File: src/rtl/frame_cmd_ctrl.sv
// frame_cmd_ctrl: decodes the byte-oriented command frames arriving from the
// UART receiver, drives register-file writes/reads and ALU starts, and pushes
// response bytes into the TX FIFO. Every output is registered; strobes are
// one-cycle pulses appearing the cycle after their triggering input.
module frame_cmd_ctrl #(
   parameter int DATA_WIDTH   = 8,
   parameter int ADDR_WIDTH   = 4,
   parameter int FUNC_WIDTH   = 4,
   parameter int WAIT_TIMEOUT = 15
) (
   input  logic                    CLK,
   input  logic                    RST,
   input  logic [DATA_WIDTH-1:0]   rx_data,
   input  logic                    rx_valid,
   input  logic [DATA_WIDTH-1:0]   rf_rd_data,
   input  logic                    rf_rd_valid,
   input  logic [2*DATA_WIDTH-1:0] alu_out,
   input  logic                    alu_out_valid,
   input  logic                    fifo_full,
   output logic [ADDR_WIDTH-1:0]   rf_addr,
   output logic                    rf_wr_en,
   output logic [DATA_WIDTH-1:0]   rf_wr_data,
   output logic                    rf_rd_en,
   output logic                    alu_en,
   output logic [FUNC_WIDTH-1:0]   alu_fun,
   output logic                    clk_gate_en,
   output logic [DATA_WIDTH-1:0]   fifo_wr_data,
   output logic                    fifo_wr_inc,
   output logic                    cmd_error
);

   localparam int CNT_W = $clog2(WAIT_TIMEOUT + 1);
   localparam logic [CNT_W-1:0] CNT_LAST = CNT_W'(WAIT_TIMEOUT - 1);

   localparam logic [DATA_WIDTH-1:0] CMD_WR  = DATA_WIDTH'(8'hAA);
   localparam logic [DATA_WIDTH-1:0] CMD_RD  = DATA_WIDTH'(8'hBB);
   localparam logic [DATA_WIDTH-1:0] CMD_ALU = DATA_WIDTH'(8'hCC);
   localparam logic [DATA_WIDTH-1:0] CMD_ANS = DATA_WIDTH'(8'hDD);

   typedef enum logic [3:0] {
      IDLE, WR_ADDR, WR_DATA, RD_ADDR, RD_WAIT, OP_A, OP_B,
      FUN, ALU_WAIT, TX_RD, TX_LO, TX_HI
   } state_t;

   state_t                    r_state;
   state_t                    w_state_nxt;
   logic [CNT_W-1:0]          r_wait_cnt;
   logic [CNT_W-1:0]          w_wait_cnt;
   logic [DATA_WIDTH-1:0]     r_rd_byte;
   logic [DATA_WIDTH-1:0]     w_rd_byte;
   logic [2*DATA_WIDTH-1:0]   r_alu_res;
   logic [2*DATA_WIDTH-1:0]   w_alu_res;

   logic [ADDR_WIDTH-1:0]     w_rf_addr;
   logic                      w_rf_wr_en;
   logic [DATA_WIDTH-1:0]     w_rf_wr_data;
   logic                      w_rf_rd_en;
   logic                      w_alu_en;
   logic [FUNC_WIDTH-1:0]     w_alu_fun;
   logic                      w_clk_gate_en;
   logic [DATA_WIDTH-1:0]     w_fifo_wr_data;
   logic                      w_fifo_wr_inc;
   logic                      w_cmd_error;

   // State register; reset drops any partially received frame.
   always_ff @(posedge CLK or posedge RST) begin
      if (RST) r_state <= IDLE;
      else     r_state <= w_state_nxt;
   end

   // Next-state decode plus next values for every registered output.
   always_comb begin
      w_state_nxt    = r_state;
      w_wait_cnt     = '0;
      w_rd_byte      = r_rd_byte;
      w_alu_res      = r_alu_res;
      w_rf_addr      = rf_addr;
      w_rf_wr_en     = 1'b0;
      w_rf_wr_data   = rf_wr_data;
      w_rf_rd_en     = 1'b0;
      w_alu_en       = 1'b0;
      w_alu_fun      = alu_fun;
      w_fifo_wr_data = fifo_wr_data;
      w_fifo_wr_inc  = 1'b0;
      w_cmd_error    = 1'b0;
      w_clk_gate_en  = 1'b0;

      case (r_state)
         IDLE: begin
            if (rx_valid) begin
               case (rx_data)
                  CMD_WR:  w_state_nxt = WR_ADDR;
                  CMD_RD:  w_state_nxt = RD_ADDR;
                  CMD_ALU: w_state_nxt = OP_A;
                  CMD_ANS: w_state_nxt = FUN;
                  default: w_cmd_error = 1'b1;
               endcase
            end
         end
         WR_ADDR: begin
            if (rx_valid) begin
               w_rf_addr   = rx_data[ADDR_WIDTH-1:0];
               w_state_nxt = WR_DATA;
            end
         end
         WR_DATA: begin
            if (rx_valid) begin
               w_rf_wr_en   = 1'b1;
               w_rf_wr_data = rx_data;
               w_state_nxt  = IDLE;
            end
         end
         RD_ADDR: begin
            if (rx_valid) begin
               w_rf_rd_en  = 1'b1;
               w_rf_addr   = rx_data[ADDR_WIDTH-1:0];
               w_state_nxt = RD_WAIT;
            end
         end
         RD_WAIT: begin
            // A stray byte is dropped even when the read data lands together.
            w_cmd_error = rx_valid;
            if (rf_rd_valid) begin
               w_rd_byte   = rf_rd_data;
               w_state_nxt = TX_RD;
            end else if (r_wait_cnt == CNT_LAST) begin
               w_cmd_error = 1'b1;
               w_state_nxt = IDLE;
            end else begin
               w_wait_cnt = r_wait_cnt + CNT_W'(1);
            end
         end
         OP_A: begin
            if (rx_valid) begin
               w_rf_wr_en   = 1'b1;
               w_rf_addr    = ADDR_WIDTH'(0);
               w_rf_wr_data = rx_data;
               w_state_nxt  = OP_B;
            end
         end
         OP_B: begin
            if (rx_valid) begin
               w_rf_wr_en   = 1'b1;
               w_rf_addr    = ADDR_WIDTH'(1);
               w_rf_wr_data = rx_data;
               w_state_nxt  = FUN;
            end
         end
         FUN: begin
            if (rx_valid) begin
               w_alu_fun   = rx_data[FUNC_WIDTH-1:0];
               w_alu_en    = 1'b1;
               w_state_nxt = ALU_WAIT;
            end
         end
         ALU_WAIT: begin
            w_cmd_error = rx_valid;
            if (alu_out_valid) begin
               w_alu_res   = alu_out;
               w_state_nxt = TX_LO;
            end else if (r_wait_cnt == CNT_LAST) begin
               w_cmd_error = 1'b1;
               w_state_nxt = IDLE;
            end else begin
               w_wait_cnt = r_wait_cnt + CNT_W'(1);
            end
         end
         TX_RD: begin
            w_cmd_error = rx_valid;
            if (!fifo_full) begin
               w_fifo_wr_data = r_rd_byte;
               w_fifo_wr_inc  = 1'b1;
               w_state_nxt    = IDLE;
            end
         end
         TX_LO: begin
            w_cmd_error = rx_valid;
            if (!fifo_full) begin
               w_fifo_wr_data = r_alu_res[DATA_WIDTH-1:0];
               w_fifo_wr_inc  = 1'b1;
               w_state_nxt    = TX_HI;
            end
         end
         TX_HI: begin
            w_cmd_error = rx_valid;
            if (!fifo_full) begin
               w_fifo_wr_data = r_alu_res[2*DATA_WIDTH-1:DATA_WIDTH];
               w_fifo_wr_inc  = 1'b1;
               w_state_nxt    = IDLE;
            end
         end
         default: w_state_nxt = IDLE;
      endcase

      // ALU clock runs from FUN entry until its result (or a timeout) arrives.
      w_clk_gate_en = (w_state_nxt == FUN) || (w_state_nxt == ALU_WAIT);
   end

   // Output, capture and wait-counter registers.
   always_ff @(posedge CLK or posedge RST) begin
      if (RST) begin
         r_wait_cnt   <= '0;
         r_rd_byte    <= '0;
         r_alu_res    <= '0;
         rf_addr      <= '0;
         rf_wr_en     <= 1'b0;
         rf_wr_data   <= '0;
         rf_rd_en     <= 1'b0;
         alu_en       <= 1'b0;
         alu_fun      <= '0;
         clk_gate_en  <= 1'b0;
         fifo_wr_data <= '0;
         fifo_wr_inc  <= 1'b0;
         cmd_error    <= 1'b0;
      end else begin
         r_wait_cnt   <= w_wait_cnt;
         r_rd_byte    <= w_rd_byte;
         r_alu_res    <= w_alu_res;
         rf_addr      <= w_rf_addr;
         rf_wr_en     <= w_rf_wr_en;
         rf_wr_data   <= w_rf_wr_data;
         rf_rd_en     <= w_rf_rd_en;
         alu_en       <= w_alu_en;
         alu_fun      <= w_alu_fun;
         clk_gate_en  <= w_clk_gate_en;
         fifo_wr_data <= w_fifo_wr_data;
         fifo_wr_inc  <= w_fifo_wr_inc;
         cmd_error    <= w_cmd_error;
      end
   end

endmodule

File: config.mk
export PLATFORM = sky130hd
export DESIGN_NAME = frame_cmd_ctrl
export DESIGN_NICKNAME = d
export VERILOG_FILES = /design/src/rtl/frame_cmd_ctrl.sv
export SDC_FILE = /design/constraint.sdc
export NUM_CORES = 1
export LEC_CHECK = 0
export BUFFER_PORTS_ARGS = -buffer_cell sky130_fd_sc_hd__buf_2
export CAP_MARGIN = 30
export CORE_UTILIZATION = 45
export CTS_BUF_LIST = sky130_fd_sc_hd__clkbuf_4
export DETAILED_ROUTE_END_ITERATION = 10
export PLACE_DENSITY = 0.66
export SYNTH_ARGS = -nofsm -noshare
export SYNTH_HDL_FRONTEND = slang
export SYNTH_SLANG_ARGS = --single-unit
File: constraint.sdc
create_clock -name CLK -period 2.6 [get_ports CLK]
set_clock_uncertainty 0.1 [all_clocks]
set_input_delay 0.52 -clock CLK [delete_from_list [all_inputs] [get_ports CLK]]
set_output_delay 0.52 -clock CLK [all_outputs]
set_load 0.02 [all_outputs]
==> results.txt <==
----------------------------------------------------
[Placed design]
  Final Wtd Congestion ... 0.881
  Half-perimeter wire length after detailed placement ... 4090 µm
  Number of port buffers ... 67
  Worst slack at placement ... 0.434 ns
  Cell count after placement ... 377
  Placed instance area ... 3260 µm²

[Synthesis]
  Cell count after synthesis ... 243
  Post-Syn Nets ... 283
  Number of synthesized flops with an enable pin ... 0
  Mean Syn Cell Area ... 11.8 µm²
  Distinct cell type count after synthesis ... 53
  Share of the synthesized area in the top cell type ... 0.541
  Most area-consuming cells after synthesis ... dfrtp_1 (54%), mux2_2 (14%), o21ai_0 (3.7%)
  Largest area contributor in the netlist ... dfrtp_1
  Summed instance area of the synthesized netlist ... 2870 µm²
  Most common flop cell mapped by yosys ... dfrtp_1
  Number of synthesized register bits ... 62
  Asr flop ratio synth ... 1.00
  Yosys warnings ... 0
  Sequential cell area fraction in the yosys report ... 0.541

[Finish]
  Diodes inserted ... 0
  Most frequent standard cell in the layout excluding fill and tap cells ... buf_2
  Most frequent cells in the layout ... buf_2 (67), dfrtp_1 (62), mux2_2 (35), nand2_1 (26), o21ai_0 (21)
  Final design instance area without fill ... 3390 µm²
  Post-layout net count ... 353
  Share of post-route cells with drive strength above 1 ... 0.426
  Count of placed standard cells in the final layout, fillers left out ... 392
  Layout-stage area growth over the synthesis result ... 18.1%

[Pwr]
  Pwr Total ... 3.54 mW
  Total power divided by cell area ... 1040 nW/µm²
  Total leakage power ... 1.61 nW
  IR Drop Worst-Case VDD ... 0.694 mV

[CTS]
  Number of sinks on the clock net ... 62
  Number of buffers inserted by hold repair at cts ... 0
  Clock latency of the later-clocked register in the worst-skew pair ... 0.38 ns
  Max Root-Sink Buffers ... 2
  Clock-pin slew on the worst setup and hold paths ... 0.10 ns
  Number of buffers added by the clock tree synthesis step ... 9
  TritonCTS clock tree ... yes
  Number of setup buffers added after CTS ... 0
  Resize count post-CTS ... 0
  Count of H-tree levels built during CTS ... 3
  Library cell used as clock root buffer ... clkbuf_4

[Global routing]
  Gr ovfl total ... 0
  Initial antenna violation count ... 0
  Vias in the first global route ... 1,921
  Largest net degree at the start of global routing ... 63
  First-pass GRT wire length ... 9340 µm
  GRT Util Overall ... 0.191

[Floorplanning]
  Number of cell rows ... 28
  Die boundary height ... 81.9 µm
  Effective utilization at floorplan ... 0.476
  Horizontal extent of the die ... 81.9 µm
  Die area ... 6700 µm²
  I/O pin cnt ... 68
  Area inside the core boundary ... 6030 µm²

[Critical path]
  Crit. End Element ... flop
  Signal arrival time at the worst endpoint ... 2.30 ns
  Critical Path Fanout Max ... 17
  WP data required ... 2.78 ns
  Startpoint types ... flop
  WS Path Type ... flop to flop

[Worst hold path]
  Kind of path behind the tightest hold check ... input port to asynchronous set/reset pin

[Detailed routing]
  DRC Markers ... 0
  First-pass iteration count of the detailed router ... 4
  DR iter-0 viols ... 191
  Remaining antenna violation count after routing ... 0
  Final WL ... 5730 µm
  Via Count ... 2,050
  Average detailed-routed wire length per instance ... 14.6 µm
  Via count normalized by instance count ... 5.23

[Run]
  Max-cap check violation count ... 0

[STA]
  Unrepaired setup endpoints after global routing ... no
  Normalized max-slew margin ... 0.645
  Transition time at the pin with the least slew margin ... 0.533 ns
  Final hold vios ... 0
  Period Utilization, post-route ... 0.817
  Total count of max-transition violations in the final report ... 0
  Upper clock frequency limit ... 471 MHz
  Post-route worst setup slack ... 0.477 ns
  Final setup viols ... 0
  Clock period minus worst slack ... 2.12 ns
  Final total negative setup slack ... 0 ns

[Run status]
  Result of the run ... complete, no violations

----------------------------------------------------
## logic make-up (layout without fill, tap and decap cells)
logic type                 Yosys count  count (layout)  share of synthesized area
AOI/OAI and AO/OA                   46              46                      0.104
and+or+nand+nor                     66              66                      0.125
muxes                               45              45                      0.173
DFF                                 62              62                      0.541
adders and majority gates            2               2                    0.00872
xor gates and xnor gates             4               4                     0.0122
buffers and inverters               18              92                     0.0370
## final timing paths
path | start | end | slack [ns] | cells past startpoint
worst min register to register | fifo_wr_data[7]$_DFFE_PP0P_ | fifo_wr_data[7]$_DFFE_PP0P_ | 0.38 | 2
min in group CLK | rf_rd_data[3] | r_rd_byte[3]$_DFFE_PP0P_ | 0.26 | 2
max in group asynchronous | RST | rf_addr[3]$_DFFE_PP0P_ | 2.05 | 3
worst max register to register | r_state[1]$_DFF_PP0_ | rf_wr_data[7]$_DFFE_PP0P_ | 0.48 | 4
worst min-delay path | RST | r_alu_res[1]$_DFFE_PP0P_ | 0.09 | 3
worst max-delay path | r_state[1]$_DFF_PP0_ | rf_wr_data[7]$_DFFE_PP0P_ | 0.48 | 4
## through the flow
step / hold WS [ns] / util
after CTS: 0.0766 / 0.563
after global routing: 0.0833 / 0.563
after detailed placement: 0.366 / 0.541
after floorplan: 0.353 / -
final: 0.0874 / 0.563
after global placement: 0.358 / 0.541
## Yosys cell counts (3+ instances only)
| cell | n |
|---|---|
| dfrtp_1 | 62 |
| mux2_2 | 35 |
| nand2_1 | 26 |
| o21ai_0 | 21 |
| mux2i_1 | 9 |
| nor2_1 | 7 |
| inv_1 | 6 |
| nand2b_1 | 6 |
| nand3_1 | 5 |
| a21oi_1 | 4 |
| clkbuf_1 | 4 |
| buf_2 | 3 |
| o31ai_1 | 3 |
| xnor2_1 | 3 |
## routing by layer
metal,global-route usage,wire [µm],up-vias,share of wire
li1,-,-,1000,-
met1,0.282,2870,965,0.50
met2,0.256,2380,76,0.41
met3,0.0644,386,9,0.067
met4,0.0719,93,0,0.016
met5,0,0,-,0
## power breakdown
| group | internal [mW] | switching, mW |
|---|---|---|
| Clock | 0.309 | 0.333 |
| Combinational | 0.591 | 0.718 |
| Sequential | 1.34 | 0.244 |
## flip-flops by register name, summed over array words and instances, names as in the netlist
signal	count
alu_en	1
alu_fun	4
clk_gate_en	1
cmd_error	1
fifo_wr_data	8
fifo_wr_inc	1
r_alu_res	16
r_rd_byte	8
r_state	4
r_wait_cnt	4
rf_addr	4
rf_rd_en	1
rf_wr_data	8
rf_wr_en	1
## critical path, stage by stage (launching register included)
cell and delay (ns):
dfrtp_1 0.56, nand2b_1 0.26, or2_4 0.26, a21oi_2 0.44, mux2_2 0.40
## layout make-up
cell class	instances	area (µm²)
flip-flops and latches	62	1550
fillers	567	2640
clock inverters	4	48.8
multi-input cells	163	1210
clock buffers	11	82.6
well taps	75	93.8
repair buffers	71	378
inverters	6	22.5
(Power assumes the default switching activity.)
